===== src/rtl/decision_wait_n.sv =====
// ==========================================================================
// decision_wait_n : N-way clocked decision-wait (channel x fire join), rev 1.0
// ==========================================================================
`default_nettype none

module decision_wait_n #(
  parameter int N          = 2,
  parameter int FIRE_DEPTH = 2,
  parameter int PHASE      = 2
) (
  input  logic                            clk,
  input  logic                            rst,
  input  logic                            fire,
  input  logic [N-1:0]                    a,
  input  logic [N-1:0]                    z_ack,
  output logic [N-1:0]                    z,
  output logic [$clog2(FIRE_DEPTH+1)-1:0] fire_cnt,
  output logic                            busy,
  output logic                            err_ovf,
  output logic                            err_multi
);

  localparam int CW = $clog2(FIRE_DEPTH+1);
  localparam logic [CW-1:0] c_one  = CW'(1);
  localparam logic [CW-1:0] c_full = CW'(FIRE_DEPTH);
  localparam logic [N-1:0]  c_one_n = N'(1);

  typedef enum logic [1:0] {
    S_IDLE     = 2'd0,
    S_WAIT_ACK = 2'd1,
    S_WAIT_REL = 2'd2
  } state_t;

  state_t       state;
  logic         fire_q;
  logic [N-1:0] a_q;
  logic [N-1:0] pend;
  logic [N-1:0] lat_mask;

  logic         fire_ev;
  logic [N-1:0] a_ev;
  logic         multi_ev;
  logic         path_free;
  logic         issue;
  logic [N-1:0] low_mask;
  logic [N-1:0] issue_mask;
  logic         ack_k;

  // 2-phase: any edge is an event; 4-phase: only the rising edge counts.
  assign fire_ev = (PHASE == 2) ? (fire ^ fire_q) : (fire & ~fire_q);
  assign a_ev    = (PHASE == 2) ? (a ^ a_q)       : (a & ~a_q);

  // Two simultaneous events, or one event while a different channel waits.
  assign multi_ev = ((a_ev & (a_ev - c_one_n)) != '0) ||
                    ((a_ev != '0) && ((pend & ~a_ev) != '0));

  assign path_free  = (PHASE == 2) || (state == S_IDLE);
  assign issue      = (fire_cnt != '0) && (pend != '0) && path_free;
  assign low_mask   = pend & (~pend + c_one_n);
  assign issue_mask = issue ? low_mask : '0;
  assign ack_k      = (z_ack & lat_mask) != '0;

  assign busy = (pend != '0) || (fire_cnt != '0) ||
                ((PHASE == 4) && ((state != S_IDLE) || (z != '0)));

  always_ff @(posedge clk or posedge rst) begin
    if (rst) begin
      state     <= S_IDLE;
      fire_q    <= 1'b0;
      a_q       <= '0;
      pend      <= '0;
      lat_mask  <= '0;
      z         <= '0;
      fire_cnt  <= '0;
      err_ovf   <= 1'b0;
      err_multi <= 1'b0;
    end else begin
      fire_q <= fire;
      a_q    <= a;
      pend   <= (pend & ~issue_mask) | a_ev;

      if (multi_ev) begin
        err_multi <= 1'b1;
      end

      // A fire arriving together with an issue leaves the count unchanged.
      case ({fire_ev, issue})
        2'b10: begin
          if (fire_cnt == c_full) begin
            err_ovf <= 1'b1;
          end else begin
            fire_cnt <= fire_cnt + c_one;
          end
        end
        2'b01:   fire_cnt <= fire_cnt - c_one;
        default: ;
      endcase

      if (PHASE == 4) begin
        case (state)
          S_IDLE: begin
            if (issue) begin
              z        <= z | issue_mask;
              lat_mask <= issue_mask;
              state    <= S_WAIT_ACK;
            end
          end
          S_WAIT_ACK: begin
            if (ack_k) begin
              z     <= z & ~lat_mask;
              state <= S_WAIT_REL;
            end
          end
          S_WAIT_REL: begin
            if (!ack_k) begin
              state <= S_IDLE;
            end
          end
          default: state <= S_IDLE;
        endcase
      end else if (issue) begin
        z <= z ^ issue_mask;
      end
    end
  end

endmodule

`default_nettype wire


===== config.mk =====
export PLATFORM = sky130hd
export DESIGN_NAME = decision_wait_n
export DESIGN_NICKNAME = d
export VERILOG_FILES = /design/src/rtl/decision_wait_n.sv
export SDC_FILE = /design/constraint.sdc
export NUM_CORES = 1
export LEC_CHECK = 0
export ABC_AREA = 1
export CAP_MARGIN = 20
export CORE_AREA = 3 3 40 42
export CTS_CLUSTER_DIAMETER = 60
export CTS_CLUSTER_SIZE = 20
export DETAILED_ROUTE_END_ITERATION = 16
export DIE_AREA = 0 0 43 45
export PLACE_DENSITY = 0.63
export SETUP_SLACK_MARGIN = 0.2
export SLEW_MARGIN = 10
export SYNTH_ARGS = -nofsm -noshare
export SYNTH_HDL_FRONTEND = slang
export SYNTH_SLANG_ARGS = --single-unit

===== constraint.sdc =====
create_clock -name clk -period 1.5 [get_ports clk]
set_input_delay 0.3 -clock clk [delete_from_list [all_inputs] [get_ports clk]]
set_output_delay 0.3 -clock clk [all_outputs]
set_load 0.03 [all_outputs]

==> impl_metrics.py, run 1 <==
metrics = {
    "run_status": {
        "status": "completed",
    },
    "pwr": {
        "peakVddDrop_v": 0.000755,
        "p_per_area_nw_per_um2": 1920,
        "p_leak_nw": 0.371,
    },
    "critical_path": {
        "critPathTopFamily": "flip-flops",
        "worstPathCellList": "nor2_4 -> nand2_2 -> buf_6",
        "arrival_ns": 0.99,
        "critical_path_class": "reg2out",
        "crit_fanout": 2,
        "slowest_stage": "dfrtp_1",
        "crit_path_end_kind": "primary output",
        "slowest_delay_ns": 0.41,
        "critPathLaunchType": "flip-flop",
        "critical_path_required_ns": 1.20,
        "cp_num_buf_inv": 1,
    },
    "cts": {
        "cts_hold_buf": 0,
        "clockRootBuffer": "clkbuf_4",
        "cts.sink_count": 11,
        "ctsHtreeMaxLevel": 1,
        "cts_made_buffers": 3,
        "clk_pin_slew_ns": 0.07,
        "clock_path_buffers": 2,
        "worst_skew_pair.late_latency_ns": 0.26,
        "cts_tree": "yes",
    },
    "sta": {
        "worst_pin_slew_ns": 0.409,
        "fin_crit_sh_pct": 86.2,
        "hold_viol": 0,
        "rsz0062_at_grt": "yes",
        "fin_crit_ns": 1.29,
        "hold_slack_ns": 0.229,
        "setup_viol": 0,
        "skew_ns": 0.00273,
        "max_clock_freq_mhz": 774,
        "maxSlewViolCount": 0,
        "finalSetupTns_ns": 0,
        "relSlewSlack_pct": 72.7,
    },
    "global_routing": {
        "overflow": 0,
        "grt_antenna_before_repair": 0,
        "track_usage_pct": 11.4,
        "first_global_vias": 416,
        "grt_pass1_wl_um": 1610,
        "grt_max_degree": 12,
    },
    "detailed_routing": {
        "finalWirelength_um": 892,
        "dr.pass1.iters": 4,
        "ant_nets": 0,
        "drc": 0,
        "vias": 421,
        "vias_per_cell": 4.48,
        "wire_per_inst_um": 9.49,
        "dr.first_iter.drc_count": 2,
    },
    "synth": {
        "synthXorXnorAreaFrac_pct": 6.78,
        "synthMuxAreaShare_pct": 0,
        "synth_warnings": 0,
        "syn_nets": 64,
        "syn-cell-area_um2": 517,
        "syn_area_per_cell_um2": 9.07,
        "yosysUniqueCellTypes": 15,
        "ys_seq_area_share_pct": 53.3,
        "synth_fa_ha_area_share_pct": 0,
        "synth_top_family_by_area": "simple AND/OR/NAND/NOR gates",
        "synth_seq_cells": 11,
        "synth_cells": 57,
        "synth-simple-area-share_pct": 26.6,
        "synth-compound-area-share_pct": 7.51,
    },
    "run": {
        "cap_violations": 0,
    },
    "place": {
        "post_dp_cell_area_um2": 676,
        "hpwl_um": 679,
        "placed_cells_incl_taps": 87,
        "place.gp.congestion": 0.776,
        "io_buffers": 11,
    },
    "finish": {
        "instances_no_fill": 94,
        "final_util_pct": 55.0,
        "drive_gt1_share_pct": 29.1,
        "num_antenna_cells": 0,
        "finish.instance_area_um2": 707,
        "area_growth_pct": 36.8,
        "fin_nets": 87,
    },
    "die": {
        "num_rows": 13,
        "die_height_um": 45,
        "io_pins": 14,
        "die_area_um2": 1940,
        "die_w_um": 43,
        "initial_core_util_pct": 40.2,
        "fp.coreArea_um2": 1280,
    },
    "hold_path": {
        "worstHoldPathType": "in2reg",
    },
}
[cell usage after synthesis (all sizes together)]
library cell  count  area share (%)
o21bai            2             2.9
dfrtp            11              53
xor2              1             1.7
nand3             2             1.9
nand2            17              13
nor2              8              11
inv               8             5.8
o21ai             2             1.9
a21o              1             1.5
a31oi             1             1.2
nor2b             1             1.2
xnor2             3             5.1
[routing by layer]
layer | track usage [%] | vias to the layer above | part of all wire [%]
met5 | 0 | - | 0
met3 | 2.39 | 4 | 6.5
met2 | 18.6 | 12 | 45
met4 | 8.43 | 0 | 2.5
li1 | - | 219 | -
met1 | 13.4 | 186 | 46
[state kept, by name (all words and copies together) (netlist names)]
| name | cells |
|---|---|
| fire_q | 1 |
| fire_cnt | 2 |
| z | 2 |
| a_q | 2 |
| err_ovf | 1 |
| err_multi | 1 |
| pend | 2 |
[what timing repair did]
item,in CTS,in global routing
pin swaps,1,3
resized for setup,23,8
endpoints found under the setup margin,7,6
buffers inserted,1,2
[power breakdown]
part / total, mW / switching [mW] / internal, mW
sequential: 0.463 / 0.0743 / 0.389
combinational: 0.696 / 0.408 / 0.289
clock: 0.197 / 0.0938 / 0.103
total: 1.36 / 0.576 / 0.780
[kinds of logic (layout without fill, tap and decap cells)]
logic type | Yosys count | count (layout)
compound gates | 6 | 6
flops | 11 | 11
simple gates | 28 | 28
xor+xnor | 4 | 4
buf+inv | 8 | 30
[final cells by class]
type / instances / area [um^2]
Inverter: 8 / 30.0
Multi-Input combinational cell: 38 / 214
Tap cell: 15 / 18.8
Fill cell: 124 / 578
Clock buffer: 4 / 26.3
Sequential cell: 11 / 275
Timing Repair Buffer: 18 / 143
[worst paths after layout]
check                                           to  slack (ns)           startpoint  cells after the start
max                                           busy        0.21    pend[1]$_DFF_PP0_                      3
min                               fire_q$_DFF_PP0_        0.23                 fire                      1
max reg2reg                fire_cnt[1]$_DFFE_PP0P_        0.29    pend[0]$_DFF_PP0_                      9
min reg2reg                    err_ovf$_DFFE_PP0P_        0.46  err_ovf$_DFFE_PP0P_                      1
max in group asynchronous      err_ovf$_DFFE_PP0P_        0.89                  rst                      2
min in group asynchronous         fire_q$_DFF_PP0_        0.32                  rst                      2
[through the flow]
stage	worst slack, ns	total power, mW
after floorplan	0.230	0.897
after global placement	0.0334	1.16
after detailed placement	0.00496	1.18
after CTS	0.181	1.35
after global routing	0.160	1.47
final	0.208	1.36
[cells in the final DEF, fill, tap and decap left out, types with 2 or more instances in the layout]
| master | netlist | layout |
|---|---|---|
| nor2_1 | 4 | 4 |
| clkdlybuf4s50_1 | 0 | 3 |
| nand3_1 | 2 | 2 |
| clkbuf_4 | 0 | 3 |
| dfrtp_1 | 11 | 11 |
| o21ai_0 | 2 | 2 |
| o21bai_1 | 2 | 2 |
| buf_4 | 0 | 7 |
| buf_2 | 0 | 2 |
| inv_1 | 8 | 8 |
| clkbuf_2 | 0 | 3 |
| xnor2_1 | 3 | 3 |
| nor2_4 | 3 | 3 |
| nand2_1 | 16 | 15 |
| nand2_2 | 1 | 2 |
Power figures use the tool's default switching activity.
==> run 2: changes to the inputs <==
- SLEW_MARGIN: 10 -> 40
- clock period: 1.5 -> 1.3 ns (I/O delays scaled with it)
==> run 2 against run 1 <==
Compared with the run above:
- largest cell class unchanged
- sequential cell count did not move
- worst setup slack got worse by 0.16 ns
- total power rose by 36%
- worst hold slack got worse by 0.042 ns
- sequential share of layout area fell by 3.9 points
- via count rose by 3.8%
- clock skew rose by 0.0010 ns
- clock power rose by 20%
- register-to-register slack got worse by 0.20 ns
- sequential power rose by 16%
- global-route usage barely moved
==> impl_metrics.py, run 2 (same netlist as run 1, synthesis figures left out) <==
metrics = {
    "run_status": {
        "status": "completed",
    },
    "critical_path": {
        "crit_path_end_kind": "primary output",
        "cp-startpoint": "fire_cnt[0]$_DFFE_PP0P_",
        "r2r_setup_slack_ns": 0.09,
        "ff2ff_path_depth": 8,
        "r2r-start": "fire_cnt[0]$_DFFE_PP0P_",
        "worstPathCellList": "nor2_4 -> nand2_2 -> buf_6",
        "critical_path_required_ns": 1.04,
        "arrival_ns": 1.00,
        "timing.rr.end": "fire_cnt[0]$_DFFE_PP0P_",
        "critical_path_class": "reg2out",
        "slowest_stage": "dfrtp_2",
        "crit_path_end": "busy",
        "slowest_delay_ns": 0.42,
        "critPathLaunchType": "flip-flop",
        "crit_fanout": 2,
    },
    "die": {
        "die_area_um2": 1940,
        "die_height_um": 45,
        "die_w_um": 43,
        "fp.coreArea_um2": 1280,
        "io_pins": 14,
        "num_rows": 13,
        "initial_core_util_pct": 40.2,
    },
    "place": {
        "place.gp.congestion": 0.707,
        "hpwl_um": 729,
        "io_buffers": 11,
        "place_ws_ns": -0.167,
    },
    "finish": {
        "fin_nets": 91,
        "area_growth_pct": 53.5,
        "fill_cells": 109,
        "drive_gt1_share_pct": 39.8,
        "num_antenna_cells": 0,
        "final_common_cell": "nand2_1",
        "final_cell_mix": "15 x nand2_1, 11 x buf_4, 9 x dfrtp_1",
    },
    "detailed_routing": {
        "dr.first_iter.drc_count": 3,
        "ant_nets": 0,
        "wire_per_inst_um": 9.99,
        "finalWirelength_um": 979,
        "drc": 0,
        "dr.pass1.iters": 3,
        "vias_per_cell": 4.46,
        "vias": 437,
    },
    "cts": {
        "clock_path_buffers": 2,
        "cts_hold_buf": 0,
        "cts_tree": "yes",
        "cts.sink_count": 11,
        "worst_skew_pair.late_latency_ns": 0.27,
        "ctsHtreeMaxLevel": 1,
        "clockRootBuffer": "clkbuf_4",
        "clk_pin_slew_ns": 0.07,
        "cts_made_buffers": 3,
    },
    "pwr": {
        "p_leak_nw": 0.402,
        "clock_power_share_pct": 12.7,
        "power_switching_share_pct": 40.8,
        "p_total_mw": 1.85,
        "combPwrFrac_pct": 58.2,
        "peakVddDrop_v": 0.000939,
        "switchingPower_mw": 0.755,
        "p_int_mw": 1.10,
        "sequentialPowerShare_pct": 29.1,
        "p_per_area_nw_per_um2": 2330,
    },
    "global_routing": {
        "grt_max_degree": 12,
        "grt_pass1_wl_um": 1620,
        "track_usage_pct": 11.4,
        "grt_antenna_before_repair": 0,
        "first_global_vias": 417,
        "overflow": 0,
    },
    "sta": {
        "max_clock_freq_mhz": 796,
        "skew_ns": 0.00376,
        "hold_viol": 0,
        "finalWorstSetupSlack_ns": 0.0434,
        "maxSlewViolCount": 0,
        "worst_pin_slew_ns": 0.428,
        "relSlewSlack_pct": 71.4,
        "fin_crit_sh_pct": 96.7,
        "fin_crit_ns": 1.26,
        "rsz0062_at_grt": "yes",
        "setup_viol": 0,
    },
    "run": {
        "cap_violations": 0,
    },
    "hold_path": {
        "worstHoldPathType": "in2reg",
    },
}
## run 2: power by group through the flow
stage / combinational, mW / sequential (mW) / clock [mW]
2_1_floorplan: 0.326 / 0.716 / 0
3_3_place_gp: 0.820 / 0.541 / 0
3_5_place_dp: 0.841 / 0.546 / 0
4_1_cts: 0.949 / 0.540 / 0.241
5_1_grt: 1.16 / 0.552 / 0.260
6_report: 1.08 / 0.538 / 0.236
## run 2: layout make-up
type / count / area [um^2] / share of cell area, %
multi-input cells: 38 / 234 / 29.5
flip-flops and latches: 11 / 278 / 35.0
repair buffers: 22 / 204 / 25.7
well taps: 15 / 18.8 / 2.37
clock buffers: 4 / 26.3 / 3.31
inverters: 8 / 32.5 / 4.10
## run 2: metal layers
layer	routed length, um	GRT usage, %	part of all wire, %	vias to the layer above
met1	420	12.8	43	193
met2	503	20.7	51	9
met3	45	2.39	4.6	2
li1	-	-	-	233
met5	0	0	0	-
met4	9	5.42	0.92	0
## run 2: how the worst min path moves through the flow
stage,from,endpoint,slack (ns),cells past startpoint
floorplan,rst,a_q[0]$_DFF_PP0_,0.11,1
global placement,err_ovf$_DFFE_PP0P_,err_ovf$_DFFE_PP0P_,0.44,1
detailed placement,err_ovf$_DFFE_PP0P_,err_ovf$_DFFE_PP0P_,0.45,1
CTS,rst,fire_q$_DFF_PP0_,0.30,2
global route,fire,fire_q$_DFF_PP0_,0.20,1
finish,fire,fire_q$_DFF_PP0_,0.19,1
## run 2: what timing repair did
action / CTS / global route
pin swaps: 2 / 3
hold endpoints to repair: 0 / 0
gates resized for setup: 16 / 11
setup buffers: 2 / 2
endpoints found under the setup margin: 8 / 13
## run 2: metrics by stage
| stage | cells | hold WS, ns | area [um^2] | utilization, % | TNS (ns) |
|---|---|---|---|---|---|
| after floorplan | 57 | 0.112 | 522 | - | 0 |
| after global placement | 90 | 0.440 | 691 | 53.7 | -0.405 |
| after detailed placement | 90 | 0.446 | 691 | 53.7 | -0.505 |
| after CTS | 96 | 0.302 | 743 | 57.8 | 0 |
| after global routing | 98 | 0.198 | 793 | 61.7 | -0.0108 |
| final | 98 | 0.187 | 793 | 61.7 | 0 |
## run 2: critical path: cells and delay by family (launching register included)
kind	cells	cell delay [ns]
and+or+nand+nor	2	0.18
DFF	1	0.42
buffers and inverters	1	0.13
==> run 3: changes to the inputs <==
==> constraint.sdc (replaced) <==
create_clock -name clk -period 1.3 [get_ports clk]
set_input_delay 0.195 -clock clk [delete_from_list [all_inputs] [get_ports clk]]
set_output_delay 0.195 -clock clk [all_outputs]
set_load 0.03 [all_outputs]
==> run 3 against run 2 <==
Compared with the run above:
- combinational power is 23% lower
- via count is 0.46% lower
- critical path type unchanged
- largest power group unchanged
- sequential share of layout area is 3.6 points higher
==> impl_metrics.py, run 3 (same netlist as run 1, synthesis figures left out) <==
metrics = {
    "pwr": {
        "p_per_area_nw_per_um2": 2220,
        "p_leak_nw": 0.368,
        "peakVddDrop_v": 0.000861,
    },
    "detailed_routing": {
        "drt-met1-wl_um": 369,
        "ant_nets": 0,
        "drc": 0,
        "dr.pass1.iters": 1,
        "wl_met3_um": 50,
        "wire_per_inst_um": 9.84,
        "wl_met2_um": 476,
        "dr.first_iter.drc_count": 0,
        "vias": 435,
        "vias_per_cell": 4.63,
        "routed.top_layer": "met4",
        "finalWirelength_um": 925,
    },
    "cts": {
        "clk_pin_slew_ns": 0.06,
        "clockRootBuffer": "clkbuf_4",
        "cts.sink_count": 11,
        "clock_path_buffers": 2,
        "cts_made_buffers": 3,
        "cts_hold_buf": 0,
        "ctsHtreeMaxLevel": 1,
        "cts_tree": "yes",
        "worst_skew_pair.late_latency_ns": 0.26,
    },
    "finish": {
        "final_cell_mix": "15 x nand2_1, 9 x dfrtp_1, 8 x inv_1, 8 x buf_4, 4 x buf_2",
        "fill_cells": 133,
        "final_common_cell": "nand2_1",
        "drive_gt1_share_pct": 34.2,
        "area_growth_pct": 39.2,
        "instances_no_fill": 94,
        "fin_nets": 87,
        "num_antenna_cells": 0,
    },
    "critical_path": {
        "crit_fanout": 2,
        "crit_path_end_kind": "primary output",
        "cp-startpoint": "fire_cnt[0]$_DFFE_PP0P_",
        "critical_path_class": "reg2out",
        "crit_path_end": "busy",
        "r2r-start": "pend[1]$_DFF_PP0_",
        "arrival_ns": 0.99,
        "ff2ff_path_depth": 8,
        "critical_path_required_ns": 1.11,
        "r2r_setup_slack_ns": 0.19,
        "critPathLaunchType": "flip-flop",
        "timing.rr.end": "fire_cnt[1]$_DFFE_PP0P_",
    },
    "sta": {
        "rsz0062_at_grt": "yes",
        "hold_viol": 0,
        "fin_crit_ns": 1.19,
        "maxSlewViolCount": 0,
        "worst_pin_slew_ns": 0.403,
        "max_clock_freq_mhz": 842,
        "finalSetupTns_ns": 0,
        "fin_crit_sh_pct": 91.3,
        "relSlewSlack_pct": 73.1,
        "finalWorstSetupSlack_ns": 0.113,
        "skew_ns": 0.00146,
        "setup_viol": 0,
    },
    "hold_path": {
        "holdPathStages": 1,
        "worstHoldPathType": "in2reg",
    },
    "place": {
        "io_buffers": 11,
        "hpwl_um": 728,
        "place.gp.congestion": 0.762,
        "placed_cells_incl_taps": 90,
        "place_ws_ns": -0.0839,
    },
    "global_routing": {
        "grt_antenna_before_repair": 0,
        "first_global_vias": 443,
        "overflow": 0,
        "track_usage_pct": 12.8,
        "grt_pass1_wl_um": 1760,
        "grt_max_degree": 12,
    },
    "die": {
        "die_area_um2": 1940,
        "die_w_um": 43,
        "initial_core_util_pct": 40.2,
        "num_rows": 13,
        "fp.coreArea_um2": 1280,
        "io_pins": 14,
        "die_height_um": 45,
    },
    "run_status": {
        "status": "completed",
    },
    "run": {
        "cap_violations": 0,
    },
}
==> run 3: metrics by stage <==
stage	utilization [%]	area, um^2	hold slack, ns	power [mW]
detailed placement	54.3	698	0.445	1.40
global route	56.0	719	0.124	1.75
CTS	55.0	707	0.221	1.60
finish	56.0	719	0.120	1.60
global placement	54.3	698	0.444	1.38
floorplan	-	519	0.0473	1.04
==> run 3: layout make-up <==
type,count,area (um^2),area share [%]
repair buffers,18,145,20.2
multi-input cells,38,221,30.8
clock buffers,4,26.3,3.65
well taps,15,18.8,2.61
inverters,8,30.0,4.17
flip-flops and latches,11,278,38.6
==> run 3: what timing repair did <==
item                                    in CTS  in global routing
endpoints found under the setup margin      10                  8
buffers inserted                             0                  0
pin swaps                                    0                  1
resized for setup                           34                  5
==> run 3: worst min-delay path by stage <==
stage / slack, ns / start / to
after global placement: 0.44 / err_ovf$_DFFE_PP0P_ / err_ovf$_DFFE_PP0P_
after detailed placement: 0.45 / err_ovf$_DFFE_PP0P_ / err_ovf$_DFFE_PP0P_
after global routing: 0.12 / fire / fire_q$_DFF_PP0_
after CTS: 0.22 / rst / fire_q$_DFF_PP0_
final: 0.12 / fire / fire_q$_DFF_PP0_
after floorplan: 0.05 / rst / a_q[0]$_DFF_PP0_
==> run 3: power breakdown <==
part	switching [mW]	leakage, nW	internal [mW]
combinational	0.483	0.231	0.355
sequential	0.0812	0.122	0.454
clock	0.106	0.0150	0.119
total	0.670	0.368	0.927
==> run 3: worst max-delay path, stage by stage (launching register included) <==
cell	delay (ns)
dfrtp_2	0.42
nor2_4	0.12
nand2_2	0.06
buf_6	0.13
==> run 3: per-layer routing <==
metal / GRT usage [%] / vias up
li1: - / 217
met1: 14.0 / 202
met2: 21.6 / 11
met3: 3.59 / 5
met4: 9.04 / 0
met5: 0 / -
